**src/rtl/nonogram_stream_parser.sv**
```systemverilog
// Byte-stream parser for nonogram board descriptions: rebuilds 16-bit tokens, checks grammar, emits BRAM writes and per-line metadata.
// Optional PARSER_CHECKSUM_EN: END_BOARD payload[7:0] must match the XOR of all board bytes.
module nonogram_stream_parser #(
  parameter int MAX_DIM = 32,
  parameter int OPT_AW  = 10,
  parameter int DIM_W   = $clog2(MAX_DIM + 1),
  parameter int CELL_W  = $clog2(MAX_DIM),
  parameter int LINE_W  = $clog2(2 * MAX_DIM)
) (
  input  logic                     clk,
  input  logic                     rst,
  input  logic [7:0]               byte_in,
  input  logic                     valid_in,
  output logic [DIM_W-1:0]         n,
  output logic [DIM_W-1:0]         m,
  output logic                     wr_valid,
  output logic [OPT_AW+CELL_W-1:0] wr_addr,
  output logic [CELL_W:0]          wr_data,
  output logic                     meta_valid,
  output logic [LINE_W-1:0]        meta_line,
  output logic [OPT_AW-1:0]        meta_first_opt,
  output logic [OPT_AW:0]          meta_opt_count,
  output logic                     board_done,
  output logic                     err,
  output logic [2:0]               err_code
);

  localparam int CMP_W = DIM_W + 1;
  localparam logic [12:0] MAX_DIM_P = 13'(MAX_DIM);

  localparam logic [2:0] F_START_BOARD = 3'b111;
  localparam logic [2:0] F_START_LINE  = 3'b110;
  localparam logic [2:0] F_AND         = 3'b101;
  localparam logic [2:0] F_OR          = 3'b010;
  localparam logic [2:0] F_END_LINE    = 3'b001;
  localparam logic [2:0] F_END_BOARD   = 3'b000;

  typedef enum logic [2:0] {
    S_IDLE, S_HDR_M, S_BOARD, S_LINE_FIRST, S_LINE, S_DONE, S_ERR
  } state_t;

  state_t state, state_nx;

  logic              phase;
  logic [7:0]        hi_byte;
  logic [OPT_AW-1:0] opt_ptr;
  logic [OPT_AW-1:0] line_base;
  logic [CELL_W:0]   lit_idx;
  logic [LINE_W-1:0] line_idx;
  logic [DIM_W-1:0]  line_len;

  logic              tok_strobe;
  logic [2:0]        flag;
  logic [12:0]       payload;
  logic [CELL_W-1:0] cell_off;
  logic [12:0]       nm_sum;
  logic              lit_full;
  logic              off_bad;
  logic              cs_bad;

  logic       to_err;
  logic [2:0] code_nx;
  logic       do_n, do_m, do_line, do_write, do_next_opt, do_meta, do_done;

  assign tok_strobe = valid_in && phase && (state != S_ERR);
  assign flag       = hi_byte[7:5];
  assign payload    = {hi_byte[4:0], byte_in};
  assign cell_off   = payload[CELL_W:1];
  assign nm_sum     = 13'(n) + 13'(m);
  assign lit_full   = CMP_W'(lit_idx) >= CMP_W'(line_len);
  assign off_bad    = CMP_W'(cell_off) >= CMP_W'(line_len);

`ifdef PARSER_CHECKSUM_EN
  // Running XOR restarts at any high byte seen outside a board; by the END_BOARD
  // low byte it already holds everything through the END_BOARD high byte.
  logic [7:0] csum;
  assign cs_bad = (csum != byte_in);

  always_ff @(posedge clk) begin
    if (rst) begin
      csum <= '0;
    end else if (valid_in && state != S_ERR) begin
      if (!phase && (state == S_IDLE || state == S_DONE)) csum <= byte_in;
      else                                                csum <= csum ^ byte_in;
    end
  end
`else
  assign cs_bad = 1'b0;
`endif

  always_ff @(posedge clk) begin
    if (rst) state <= S_IDLE;
    else     state <= state_nx;
  end

  always_comb begin
    state_nx    = state;
    to_err      = 1'b0;
    code_nx     = 3'd0;
    do_n        = 1'b0;
    do_m        = 1'b0;
    do_line     = 1'b0;
    do_write    = 1'b0;
    do_next_opt = 1'b0;
    do_meta     = 1'b0;
    do_done     = 1'b0;
    if (tok_strobe) begin
      case (state)
        S_IDLE, S_DONE, S_HDR_M: begin
          if (flag != F_START_BOARD) begin
            to_err = 1'b1; code_nx = 3'd1;
          end else if (payload == 13'd0 || payload > MAX_DIM_P) begin
            to_err = 1'b1; code_nx = 3'd2;
          end else if (state == S_HDR_M) begin
            do_m = 1'b1; state_nx = S_BOARD;
          end else begin
            do_n = 1'b1; state_nx = S_HDR_M;
          end
        end
        S_BOARD: begin
          if (flag == F_START_LINE) begin
            if (payload >= nm_sum) begin
              to_err = 1'b1; code_nx = 3'd3;
            end else begin
              do_line = 1'b1; state_nx = S_LINE_FIRST;
            end
          end else if (flag == F_END_BOARD) begin
            if (cs_bad) begin
              to_err = 1'b1; code_nx = 3'd7;
            end else begin
              do_done = 1'b1; state_nx = S_DONE;
            end
          end else begin
            to_err = 1'b1; code_nx = 3'd1;
          end
        end
        S_LINE_FIRST, S_LINE: begin
          if (flag == F_AND) begin
            if (lit_full || off_bad) begin
              to_err = 1'b1; code_nx = 3'd5;
            end else begin
              do_write = 1'b1; state_nx = S_LINE;
            end
          end else if (flag == F_OR || flag == F_END_LINE) begin
            if (state == S_LINE_FIRST) begin
              to_err = 1'b1; code_nx = 3'd4;
            end else if (&opt_ptr) begin
              to_err = 1'b1; code_nx = 3'd6;
            end else begin
              do_next_opt = 1'b1;
              do_meta     = (flag == F_END_LINE);
              state_nx    = (flag == F_END_LINE) ? S_BOARD : S_LINE_FIRST;
            end
          end else begin
            to_err = 1'b1; code_nx = 3'd1;
          end
        end
        default: ;
      endcase
    end
    if (to_err) state_nx = S_ERR;
  end

  always_ff @(posedge clk) begin
    if (rst) begin
      phase          <= 1'b0;
      hi_byte        <= '0;
      opt_ptr        <= '0;
      line_base      <= '0;
      lit_idx        <= '0;
      line_idx       <= '0;
      line_len       <= '0;
      n              <= '0;
      m              <= '0;
      wr_valid       <= 1'b0;
      wr_addr        <= '0;
      wr_data        <= '0;
      meta_valid     <= 1'b0;
      meta_line      <= '0;
      meta_first_opt <= '0;
      meta_opt_count <= '0;
      board_done     <= 1'b0;
      err            <= 1'b0;
      err_code       <= '0;
    end else begin
      wr_valid   <= 1'b0;
      meta_valid <= 1'b0;
      if (valid_in && state != S_ERR) begin
        phase <= ~phase;
        if (!phase) hi_byte <= byte_in;
      end
      if (do_n) begin
        n          <= payload[DIM_W-1:0];
        board_done <= 1'b0;
        opt_ptr    <= '0;
        lit_idx    <= '0;
      end
      if (do_m) m <= payload[DIM_W-1:0];
      if (do_line) begin
        line_idx  <= payload[LINE_W-1:0];
        line_base <= opt_ptr;
        // rows (index < n) span m cells, columns span n cells
        line_len  <= (payload < 13'(n)) ? m : n;
      end
      if (do_write) begin
        wr_valid <= 1'b1;
        wr_addr  <= {opt_ptr, lit_idx[CELL_W-1:0]};
        wr_data  <= {cell_off, payload[0]};
        lit_idx  <= lit_idx + 1'b1;
      end
      if (do_next_opt) begin
        opt_ptr <= opt_ptr + 1'b1;
        lit_idx <= '0;
      end
      if (do_meta) begin
        meta_valid     <= 1'b1;
        meta_line      <= line_idx;
        meta_first_opt <= line_base;
        meta_opt_count <= {1'b0, opt_ptr} + (OPT_AW+1)'(1) - {1'b0, line_base};
      end
      if (do_done) board_done <= 1'b1;
      if (to_err) begin
        err        <= 1'b1;
        err_code   <= code_nx;
        board_done <= 1'b0;
      end
    end
  end

endmodule

```
**config.mk**
```make
export PLATFORM = sky130hd
export DESIGN_NAME = nonogram_stream_parser
export DESIGN_NICKNAME = d
export VERILOG_FILES = /design/src/rtl/nonogram_stream_parser.sv
export SDC_FILE = /design/constraint.sdc
export NUM_CORES = 1
export LEC_CHECK = 0
export CELL_PAD_IN_SITES_DETAIL_PLACEMENT = 1
export CELL_PAD_IN_SITES_GLOBAL_PLACEMENT = 2
export CORE_MARGIN = 4
export CORE_UTILIZATION = 24
export DETAILED_ROUTE_END_ITERATION = 7
export GPL_TIMING_DRIVEN = 0
export PLACE_DENSITY_LB_ADDON = 0.15
export SLEW_MARGIN = 5
export SYNTH_ARGS = -nofsm -noshare
export SYNTH_HDL_FRONTEND = slang
export SYNTH_SLANG_ARGS = --single-unit
```
**constraint.sdc**
```tcl
create_clock -name clk -period 5.75 [get_ports clk]
set_input_delay 0.8625 -clock clk [delete_from_list [all_inputs] [get_ports clk]]
set_output_delay 0.8625 -clock clk [all_outputs]
set_load 0.03 [all_outputs]
```
# == Word level (Yosys, flattened, before mapping) ==
# Cells that the tools add are included.
# classes
add_sub_neg,5
mul,0
div,0
magnitude_cmp,5
n_eq_ne,27
n_shift,0
mux,82
bitwise,1
n_reduce_logical,23
# op_table
cell,count
$mux W3,19
$mux W1,51
$ne A3 B3 Y1 const B,10
$reduce_and A10 Y1,3
$ne A4 B4 Y1 const B,6
$mux W10,2
$mux W6,3
$pmux W3 S3,2
$ge A13 B7 Y1,1
$gt A13 B6 Y1 const B,1
$logic_not A13 Y1,1
$lt A13 B6 Y1,1
$eq A3 B3 Y1 const B,4
$add A10 B1 Y11 const B,1
$sub A11 B10 Y11,1
$add A10 B1 Y10 const B,1
$eq A3 B2 Y1 const B,3
$mux W2,4
$reduce_bool A2 Y1,4
$add A6 B6 Y7,1
$add A6 B1 Y6 const B,1
$eq A3 B1 Y1 const B,2
$ge A5 B6 Y1,1
$ge A6 B6 Y1,1
other kinds (11),19
# totals
register_bits,117
latch_bits,0
ramBits,0
mem_bits_ro,0
input_bits,11
out_inout_bits,67
word_cells,164
memories,0

# == Depth between registers and ports, before layout ==
# depth
word_depth,9
depth_mapped,15
depth_no_buf,14

# == Worst setup path before layout ==
# OpenSTA, ideal clock, no wires.
# synth_timing
kind,reg2reg
start,reg n[1]
end,reg err_code[1]
setup_time_ps,116
arrival_time_ps,3112
t_required_ps,5634
slack_ps,2522
stages_incl_launch_ff,15
period_less_slack_ps,3228
cell_sequence,dfxtp_1 > ha_1 > a21o_1 > a21oi_1 > o21bai_1 > a21oi_1 > xor2_1 > ha_1 > nand2_1 > o21ai_0 > a211oi_2 > o311a_1 > a31oi_2 > nand4_1 > o211a_1
# synth_between
elab_chain_len,6
elab_cells_between_ends,10
# synth_rtl
element,line_no,text
start: declaration,14,"output logic [DIM_W-1:0] n,"
start signal: assignment,193,n <= payload[DIM_W-1:0];
$add A6 B6 Y7 (*),69,assign nm_sum = 13'(n) + 13'(m);
$ge A13 B7 Y1 (*),122,if (payload >= nm_sum) begin
$mux W2 or $mux W1 (tied branches),122,
$mux W3 or $mux W1 (tied branches),121,if (flag == F_START_LINE) begin
$pmux W3 S3 or $pmux W1 S3 (tied branches),108,case (state)
$mux W3 or $mux W1 (tied branches),107,if (tok_strobe) begin
end signal: assignment,224,err_code <= code_nx;
end: declaration,25,output logic [2:0] err_code
# Every way passes the cells marked *; elsewhere a longest branch is shown, timed or not.
# A chain may end at the register's enable or synchronous reset.

# == Worst setup path after layout ==
# layout_timing
start,reg n[0]
end,reg err_code[1]
# The elaborated chain is that of the path after synthesis.

==> metrics.txt <==
Max rail drop VDD 144.6 µV; I/O Buffers 77; max cap viols 0; routed wl met2 around 9600 µm; cts hold-fix bufs 0; most frequent cells in the layout nand2_1 (138), dfxtp_1 (117), a21oi_1 (102), nor2_1 (78), clkdlybuf4s50_1 (77); origin of the worst setup path n[0]; vias per std cell between 4 and 5; Max Transition Viols Final 0; syn avg cell area 7.978 µm²; Leak about 2.9 nW; full die area 27520 µm²; nets 909; initial antenna violation count 0; Inserted Clock Buffers 17; final setup vio count 0; post-synthesis async set-or-reset flop share 0%; drt wl/cell 17.42 µm; critical path required time 6.05 ns; EDFF count, synth 0; number of global-route vias before repair around 5900; fin crit period around 3.9 ns; met1 WL 10190 µm; Post-Syn Nets roughly 810; Sink Count roughly 120; slew of the pin with the lowest slew margin a little over 0.8 ns; commonest non-fill, non-tap cell in the layout nand2_1; Post-Syn Instances 750; Final Hold Violating Endpoints 0; overflow left after global routing 0; Worst setup EP type flip-flop; Placer Congestion around 0.81; post-route ant nets 0; Warnings, synthesis 0; DPL Wire Length approximately 16000 µm; Mapped Area 5983 µm²; layout cell share with drive strength beyond 1 5.361%; Final Cycle Share 67.21%; CTS tree built; WP data arrival ~4.2 ns; row cnt 57; run status complete, no violations; relative slew slack 45.65%; Main synth FF type dfxtp_1; area delta synth->final 30.03%; DIE HEIGHT 165.9 µm; Total Routing Usage GR 15.01%; Crit Path Category reg -> reg; register clock-pin slew on the reported worst setup and hold paths about 0.060 ns; Boundary Pins 78; floorplan core area 24390 µm²; Post-DP Area 7159 µm²; first-pass GRT wire length ~33000 µm; Synth Register Bits between 100 and 150; DR pass1 iterations 4; setup TNS 0 ns; Pwr per Cell Area 266.5 nW/µm²; root buf cell clkbuf_16; Synth cell types 60; Critical Path Start Type flip-flop; final core occ a little under a third; CP Max Fanout 10; post-route cell area around 8000 µm²; insertion delay to the later sink of the worst-skew pair 0.41 ns; Final Routed Wirelength 20590 µm; DRC 0; die width 165.9 µm; 1st-iter DRT viols 193; fmax between 200 and 300 MHz; Worst Skew 0.006973 ns; RSZ-0062 raised after global routing no; setup bufs post-CTS 0; WL met3 537 µm; Hold Path Class reg -> reg; Starting Density 24.53%; post_cts resized 0; vias post-DR ~5500; largest net degree at the start of global routing 17; clk buf depth 2; H-tree depth 4; diodes inserted 0; uppermost layer routed met4; R2R Path Start n[0]; HP Start meta_opt_count[6]; register area share after synthesis 39.15%
==> sequential cells by signal, summed over array words and instances, names as in the netlist <==
signal,cells
err_code,3
err,1
line_idx,6
meta_first_opt,10
m,6
n,6
line_base,10
lit_idx,6
wr_data,6
hi_byte,8
board_done,1
meta_opt_count,11
state,3
meta_valid,1
opt_ptr,10
meta_line,6
wr_valid,1
line_len,6
phase,1
wr_addr,15
==> synthesized netlist by cell type, drive strengths merged, types with 4 or more instances <==
cell type / count / share of area, %
a211oi: 8 / 1.2
a21o: 5 / 0.63
a21oi: 102 / 8.5
a311oi: 5 / 0.73
a31oi: 5 / 0.63
and3: 10 / 1.0
buf: 7 / 0.61
clkbuf: 34 / 2.1
dfxtp: 117 / 39
ha: 50 / 10
inv: 36 / 2.3
mux2i: 21 / 3.5
nand2: 138 / 8.7
nand2b: 7 / 0.73
nand3: 13 / 1.1
nand3b: 7 / 0.88
nand4: 4 / 0.42
nor2: 78 / 4.9
nor2b: 8 / 0.84
nor3: 8 / 0.67
o21ai: 28 / 2.3
or4: 4 / 0.56
xnor2: 12 / 1.8
==> worst max-delay path: stages (launching register included) <==
cell and delay [ns]:
dfxtp_1 0.36, ha_1 0.26, fa_1 0.42, a21o_1 0.18
a21oi_1 0.23, o21bai_1 0.10, a21oi_1 0.21, ha_1 0.17
nand2_1 0.07, o21ai_0 0.21, a211oi_2 0.13, o311a_1 0.41
a31oi_2 0.53, nand4_1 0.27, o211a_1 0.20
==> routing by layer <==
layer	GRT usage, %	up-vias
met3	2.809	21
met1	20.24	2649
met4	4.376	0
met2	24.54	74
met5	0	-
li1	-	2773
==> where the power goes <==
group / internal, mW / switching [mW] / total (mW)
clock network: 0.733 / 0.406 / 1.14
logic: 0.0374 / 0.0755 / 0.113
registers: 0.818 / 0.00361 / 0.822
==> area by class of cell <==
type                       instances  area, µm²
fill                            2939      16610
multi-input combinational        555       3338
sequential                       117       2342
timing repair buffer              77      770.7
clock buffer                      18      439.2
tap                              324      405.4
clock inverter                    13      181.4
buffer                            41      163.9
inverter                          37      138.9
==> cells by family after synthesis <==
family	share of synthesized area (%)
mux	3.513
buf+inv	5.060
xor+xnor	1.903
simple gates	22.06
compound gates	17.19
fa+ha+maj	11.13
flops	39.15
==> per-stage QoR <==
| step | total power, mW | instances | setup WS [ns] | hold slack [ns] |
|---|---|---|---|---|
| 6_report | 2.073 | 1182 | 1.886 | 0.4481 |
| 5_1_grt | 2.157 | 1182 | 1.596 | 0.4761 |
| 4_1_cts | 2.112 | 1182 | 1.918 | 0.4569 |
| 3_5_place_dp | 0.9533 | 1151 | 1.529 | 0.4493 |
| 3_3_place_gp | 0.9502 | 1151 | 1.577 | 0.4408 |
| 2_1_floorplan | 0.9053 | 750 | 2.522 | 0.4322 |
==> worst paths after layout <==
path                  endpoint  slack, ns  cells after the start
max                err_code[1]       1.89                     14
min          meta_opt_count[6]       0.45                      2
max reg2reg        err_code[1]       1.89                     14
min reg2reg  meta_opt_count[6]       0.45                      2
Power figures use the tool's default switching activity.
